===== config.mk =====
export PLATFORM = sky130hd
export DESIGN_NAME = sha256_hash_scanner
export DESIGN_NICKNAME = d
export VERILOG_FILES = /design/src/rtl/sha256_scan_pkg.sv /design/src/rtl/hash_word_cmp.sv /design/src/rtl/sha256_hash_scanner.sv
export SDC_FILE = /design/constraint.sdc
export NUM_CORES = 1
export LEC_CHECK = 0
export ABC_AREA = 1
export CORE_MARGIN = 2
export CORE_UTILIZATION = 30
export CTS_CLUSTER_SIZE = 8
export DETAILED_ROUTE_END_ITERATION = 8
export DONT_BUFFER_PORTS = 1
export HOLD_SLACK_MARGIN = 0.12
export PLACE_DENSITY = 0.54
export SLEW_MARGIN = 30
export SYNTH_ARGS = -nofsm -noshare
export SYNTH_HDL_FRONTEND = slang
export SYNTH_SLANG_ARGS = --single-unit

===== constraint.sdc =====
create_clock -name clk -period 12.65 [get_ports clk]
set_clock_uncertainty 0.1 [all_clocks]
set_input_delay 3.795 -clock clk [delete_from_list [all_inputs] [get_ports clk]]
set_output_delay 3.795 -clock clk [all_outputs]
set_load 0.03 [all_outputs]

===== src/rtl/sha256_scan_pkg.sv =====
// Shared types for the SHA-256 hash-table scanner: FSM states, streaming compare result,
// and the number of 32-bit words per hash/target entry.
package sha256_scan_pkg;
    localparam int WORDS_PER_HASH = 8;

    typedef enum logic [1:0] {IDLE, READ, WRITE} state_t;
    typedef enum logic [1:0] {CMP_EQ, CMP_LT, CMP_GT} cmp_t;
endpackage


===== src/rtl/hash_word_cmp.sv =====
// Streaming MSW-first 256-bit magnitude compare, one 32-bit word per enabled cycle;
// cmp_next is the verdict including the current word, no backpressure.
module hash_word_cmp
    import sha256_scan_pkg::*;
(
    input  logic        clk,
    input  logic        reset_n,
    input  logic        en,
    input  logic        first,
    input  logic [31:0] word,
    input  logic [31:0] tgt_word,
    output cmp_t        cmp_next
);
    cmp_t cmp_state;
    cmp_t base;

    // The first word of an entry ignores whatever the previous entry left behind.
    always_comb begin
        base     = first ? CMP_EQ : cmp_state;
        cmp_next = base;
        if (base == CMP_EQ) begin
            if (word < tgt_word)
                cmp_next = CMP_LT;
            else if (word > tgt_word)
                cmp_next = CMP_GT;
        end
    end

    always_ff @(posedge clk or negedge reset_n) begin
        if (!reset_n)
            cmp_state <= CMP_EQ;
        else if (en)
            cmp_state <= cmp_next;
    end
endmodule


===== src/rtl/sha256_hash_scanner.sv =====
// Scans NUM_NONCES 8-word hashes against a 256-bit target over a sync single-port memory; done after
// 8*NUM_NONCES+10 cycles (+2 writeback cycles when SHA256_SCAN_WRITEBACK_EN is defined), no backpressure.
module sha256_hash_scanner
    import sha256_scan_pkg::*;
#(
    parameter int NUM_NONCES = 16
) (
    input  logic        clk,
    input  logic        reset_n,
    input  logic        start,
    input  logic [15:0] hash_addr,
    input  logic [15:0] target_addr,
    input  logic [15:0] result_addr,
    output logic        done,
    output logic        found,
    output logic [7:0]  nonce_out,
    output logic [8:0]  hit_count,
    output logic        mem_clk,
    output logic        mem_we,
    output logic [15:0] mem_addr,
    output logic [31:0] mem_write_data,
    input  logic [31:0] mem_read_data
);
    localparam int          NUM_WORDS = WORDS_PER_HASH * (NUM_NONCES + 1);
    localparam logic [11:0] ISSUE_END = 12'(NUM_WORDS);
    localparam logic [11:0] CAP_LAST  = 12'(NUM_WORDS + 1);
    localparam logic [8:0]  HIT_MAX   = 9'(NUM_NONCES);

    state_t      state, state_nxt;
    logic [11:0] cnt;
    logic [15:0] hash_base, tgt_base, rd_addr;
    logic [31:0] tgt [WORDS_PER_HASH];
    logic [11:0] widx;
    logic [2:0]  k;
    logic [7:0]  cap_nonce;
    logic        cap_vld, cap_tgt, cap_hash, hit;
    cmp_t        cmp_next;

    // Registered address reaches memory one cycle after issue, data one cycle later.
    assign widx      = cnt - 12'd2;
    assign cap_vld   = (state == READ) && (cnt >= 12'd2);
    assign cap_tgt   = cap_vld && (widx < 12'(WORDS_PER_HASH));
    assign cap_hash  = cap_vld && !cap_tgt;
    assign k         = widx[2:0];
    assign cap_nonce = widx[10:3] - 8'd1;

    hash_word_cmp u_cmp (
        .clk      (clk),
        .reset_n  (reset_n),
        .en       (cap_hash),
        .first    (k == 3'd0),
        .word     (mem_read_data),
        .tgt_word (tgt[k]),
        .cmp_next (cmp_next)
    );

    assign hit = cap_hash && (k == 3'd7) && (cmp_next == CMP_LT);

`ifdef SHA256_SCAN_WRITEBACK_EN
    logic [15:0] res_base;
    logic        wr_idx;

    always_ff @(posedge clk or negedge reset_n) begin
        if (!reset_n) begin
            res_base <= '0;
            wr_idx   <= 1'b0;
        end else begin
            if (state == IDLE && start)
                res_base <= result_addr;
            wr_idx <= (state == WRITE);
        end
    end
`else
    logic unused_result;
    assign unused_result = ^result_addr;
`endif

    always_ff @(posedge clk or negedge reset_n) begin
        if (!reset_n)
            state <= IDLE;
        else
            state <= state_nxt;
    end

    always_comb begin
        state_nxt = state;
        case (state)
            IDLE: if (start) state_nxt = READ;
            READ: if (cnt == CAP_LAST) begin
`ifdef SHA256_SCAN_WRITEBACK_EN
                state_nxt = WRITE;
`else
                state_nxt = IDLE;
`endif
            end
`ifdef SHA256_SCAN_WRITEBACK_EN
            WRITE: if (wr_idx) state_nxt = IDLE;
`endif
            default: state_nxt = IDLE;
        endcase
    end

    always_ff @(posedge clk or negedge reset_n) begin
        if (!reset_n) begin
            cnt       <= '0;
            hash_base <= '0;
            tgt_base  <= '0;
            rd_addr   <= '0;
            found     <= 1'b0;
            nonce_out <= '0;
            hit_count <= '0;
        end else begin
            if (state == IDLE && start) begin
                cnt       <= '0;
                hash_base <= hash_addr;
                tgt_base  <= target_addr;
                found     <= 1'b0;
                nonce_out <= '0;
                hit_count <= '0;
            end
            if (state == READ) begin
                cnt <= cnt + 12'd1;
                if (cnt < ISSUE_END)
                    rd_addr <= (cnt < 12'(WORDS_PER_HASH)) ? tgt_base + 16'(cnt)
                                                           : hash_base + 16'(cnt - 12'(WORDS_PER_HASH));
            end
            if (hit) begin
                if (hit_count < HIT_MAX)
                    hit_count <= hit_count + 9'd1;
                if (!found) begin
                    found     <= 1'b1;
                    nonce_out <= cap_nonce;
                end
            end
        end
    end

    always_ff @(posedge clk) begin
        if (cap_tgt)
            tgt[k] <= mem_read_data;
    end

    assign done    = (state == IDLE);
    assign mem_clk = clk;

    always_comb begin
        mem_we         = 1'b0;
        mem_addr       = rd_addr;
        mem_write_data = '0;
`ifdef SHA256_SCAN_WRITEBACK_EN
        if (state == WRITE) begin
            mem_we         = 1'b1;
            mem_addr       = res_base + {15'b0, wr_idx};
            mem_write_data = wr_idx ? {15'b0, hit_count, nonce_out} : {31'b0, found};
        end
`endif
    end
endmodule


# == After elaboration in Yosys (flattened, before gate mapping) ==
# Memories as Yosys holds them, arrays and structs flattened.
# Cells that the tools add are included.
# totals
mem_bits_rw,256
output_inout_bits,69
ff_bits,82
mem_count,1
elab_cells,64
# memory_table
name,words,width,read_ports,rd_clocked_by_memory_dff,write_ports,line,rtl
tgt,8,32,1,0,1,sha256_hash_scanner.sv:32,logic [31:0] tgt [WORDS_PER_HASH];
# classes
magnitude_cmp,7
mux,21
eq_ne,6
add_sub_neg,7
n_reduce_logical,13
# op_table
op,n
32-bit > comparator,1
32-bit less-than comparator,1
9-bit 2-to-1 mux,3
12-bit by 4-bit less-than comparator with 1-bit output (second input constant),2
12-bit 2-to-1 mux,2
8-bit 2-to-1 mux,3
16-bit by 12-bit adder with 16-bit output,1
16-bit adder,1
16-bit 2-to-1 mux,1
12-bit by 4-bit subtractor with 13-bit output (second input constant),1
12-bit by 1-bit adder with 12-bit output (second input constant),1
12-bit by 8-bit == test with 1-bit output (second input constant),1
12-bit by 2-bit greater-or-equal comparator with 1-bit output (second input constant),1
12-bit by 8-bit less-than comparator with 1-bit output (second input constant),1
2-bit 2-to-1 mux,6
12-bit by 2-bit subtractor with 12-bit output (second input constant),1
9-bit by 1-bit adder with 9-bit output (second input constant),1
9-bit by 5-bit less-than comparator with 1-bit output (second input constant),1
8-bit by 1-bit subtractor with 8-bit output (second input constant),1
1-bit logical AND,6
1-bit 2-to-1 mux,5
2-bit by 1-bit == test with 1-bit output (second input constant),2
2-bit logical NOT,2
2-bit one-hot mux with 2 select lines,1
7 further kinds,8

# == Logic depth before layout (Yosys ltp) ==
# logic_depth
ltp_word,9
mapped_depth,25
mapped_depth_nobuf,22

# == Hierarchy ==
# A second synthesis with hierarchy kept.
# unflattened
hier_cells,1760
hier_area_um2,16764.8
# by_module_without_submodules
mod,area_per_inst_um2,n_inst,cells_per_inst
sha256_hash_scanner,15773.9,1,1602
hash_word_cmp,991.0,1,158

==> impl_metrics.toml <==
[detailed_routing]
drtPass1Iterations = 6
dr_total_vias = 11400
wl_per_cell_um = 17.8
antenna_left = 0
vias_per_cell = 4.90
drt-total-wl_um = 41700
drt_iter0_drc = 667
drc = 0

[clock_tree]
hold_buffers = 0
root_buffer = "clkbuf_16"
cts.sinks = 337
h-tree-depth = 2
cts_buffers = 48
clk_pin_slew_worst_paths_ns = 0.05
post_cts_buffers = 0
ctsLongestPathBuffers = 3
cts_resized = 0
cts_tree = "yes"
insertion_delay_ns = 0.58

[grt]
grt_pass1_vias = 11400
grt_antenna_before_repair = 0
grt_max_degree = 82
grt_pass1_wl_um = 65500
gr-usage-all-layers = 0.149
grt_overflow_total = 0

[layout]
drive_gt1_frac = 0.0695
final_nets = 1783
syn2layout_area_growth_pct = 11.9
n_fill_cell = 5384
diodes = 0

[synthesis]
synth-seq-cells = 337
synth_area_um2 = 16400
synth_cell_types = 45
seq_area_frac_synth = 0.591
synth_edf_count = 256
yosysWarnings = 0
async_flop_share = 0.240
syn_avg_cell_area_um2 = 10.1
synth_ff_type = "edfxtp_1"
netlist_instances = 1633

[pwr]
p_total_mw = 4.06
peakVddDrop_v = 0.000107
leakage_nw = 7.15
power.density_nw_per_um2 = 221

[floorplanning]
die_area_um2 = 56700
die_w_um = 238
ios = 152
initial_core_util = 0.304
fp.dieH_um = 238
row_count = 85
core_area_um2 = 54000

[sta]
worstMarginPinSlew_ns = 0.941
relSlewSlack = 0.373
rsz0062_at_grt = "no"
fin_tns_setup_ns = 0
drv_slew = 0
setup_viol = 0
hold_viol = 0

[outcome]
status = "finished, final reports clean"

[placement]
gp_congestion = 0.808
portBuffers = 0
place_hpwl_um = 24300

[worst_setup_path]
crit_path_max_fanout = 2
critPathRequiredTime_ns = 8.76
startpoint_type = "clock port"
endpoint_kind = "output pin"
path_class = "clk2out"
critPathArrivalTime_ns = 6.33

[job]
cap_viol_max_count = 0

[worst_hold_path]
min-delay-path-class = "reg2reg"
sequential cells by signal, summed over array words and instances (netlist names):
register,cells
cnt,12
found,1
hash_base,16
hit_count,9
mem_addr,16
nonce_out,8
state,1
tgt,256
tgt_base,16
u_cmp.cmp_state,2
report_power, final:
part	switching, mW	internal (mW)	leakage, nW
clock network	0.462	0.688	0.635
registers	0.218	1.27	3.29
logic	0.920	0.499	3.22
final timing paths:
path	depth (start not counted)	startpoint	endpoint	slack, ns
setup / recovery	0	clk	mem_clk	2.43
hold / removal	2	hash_base[3]	hash_base[3]	0.38
setup reg to reg	16	cnt[0]	hit_count[3]	7.90
hold reg to reg	2	hash_base[3]	hash_base[3]	0.38
max in group asynchronous	0	reset_n	hit_count[0]	9.46
min in group asynchronous	0	reset_n	tgt_base[14]	2.82
layout make-up:
type,instances,area (µm²),area share
Sequential cell,337,9720,0.528
Multi-Input combinational cell,1137,6020,0.327
Clock buffer,62,1260,0.0687
Tap cell,696,871,0.0473
Inverter,86,327,0.0178
Timing Repair Buffer,16,140,0.00762
Clock inverter,2,50.0,0.00272
metal layers:
metal  track usage  vias to the layer above  wire [µm]
met5             0                        -          0
met4        0.0477                        0        889
met3        0.0351                       63       2270
met2         0.254                      238      20100
met1         0.187                     5524      18500
li1              -                     5611          -
cells in the final DEF, fill, tap and decap left out, drive strengths merged, types with 2 or more instances in the layout:
| cell type | n |
|---|---|
| a21boi | 2 |
| ha | 72 |
| o21ai | 212 |
| nor2 | 228 |
| nand3 | 56 |
| xnor2 | 6 |
| dfrtp | 81 |
| nand2 | 340 |
| o21bai | 3 |
| fa | 2 |
| conb | 33 |
| clkbuf | 62 |
| nor3 | 11 |
| a31oi | 10 |
| nand3b | 3 |
| clkinv | 5 |
| buf | 16 |
| a21oi | 55 |
| inv | 83 |
| a21o | 9 |
| nand4 | 12 |
| edfxtp | 256 |
| o221ai | 31 |
| xor2 | 13 |
| o22ai | 32 |
Yosys cell counts (4+ instances only):
| cell type | number | area, µm² |
|---|---|---|
| nand2_1 | 331 | 1240 |
| edfxtp_1 | 256 | 7690 |
| nor2_1 | 215 | 807 |
| o21ai_0 | 210 | 1050 |
| dfrtp_1 | 81 | 2030 |
| inv_1 | 81 | 304 |
| ha_1 | 72 | 901 |
| clkbuf_1 | 58 | 218 |
| a21oi_1 | 55 | 275 |
| nand3_1 | 54 | 270 |
| buf_4 | 35 | 263 |
| o22ai_1 | 32 | 200 |
| o221ai_1 | 31 | 272 |
| xor2_1 | 12 | 105 |
| nand4_1 | 11 | 68.8 |
| nor3_1 | 11 | 55.1 |
| a31oi_1 | 10 | 62.6 |
| a21o_1 | 9 | 67.6 |
| nand2_2 | 8 | 50.1 |
| nor2_4 | 8 | 90.1 |
| xnor2_1 | 6 | 52.6 |
| buf_2 | 5 | 25.0 |
| nor2_2 | 5 | 31.3 |
| buf_1 | 4 | 15.0 |
cells by family after synthesis:
kind of cell | after synthesis | share of synthesized area
simple gates | 653 | 0.165
xor+xnor | 19 | 0.0106
buf+inv | 191 | 0.0534
other cells | 1 | 0.000228
compound gates | 357 | 0.122
flops | 337 | 0.591
fa+ha+maj | 74 | 0.0573
mux | 1 | 0.000685
stage by stage:
stage                     worst slack (ns)  area [µm²]  cells   util  hold WS, ns
after floorplan                       2.29       16600   1665      -        0.346
after global placement                2.43       17100   2271  0.316        0.362
after detailed placement              2.43       17100   2272  0.316        0.368
after CTS                             2.43       18400   2336  0.340        0.380
after global routing                  2.43       18400   2336  0.340        0.409
final                                 2.43       18400   2336  0.340        0.378
Power figures use the tool's default switching activity.
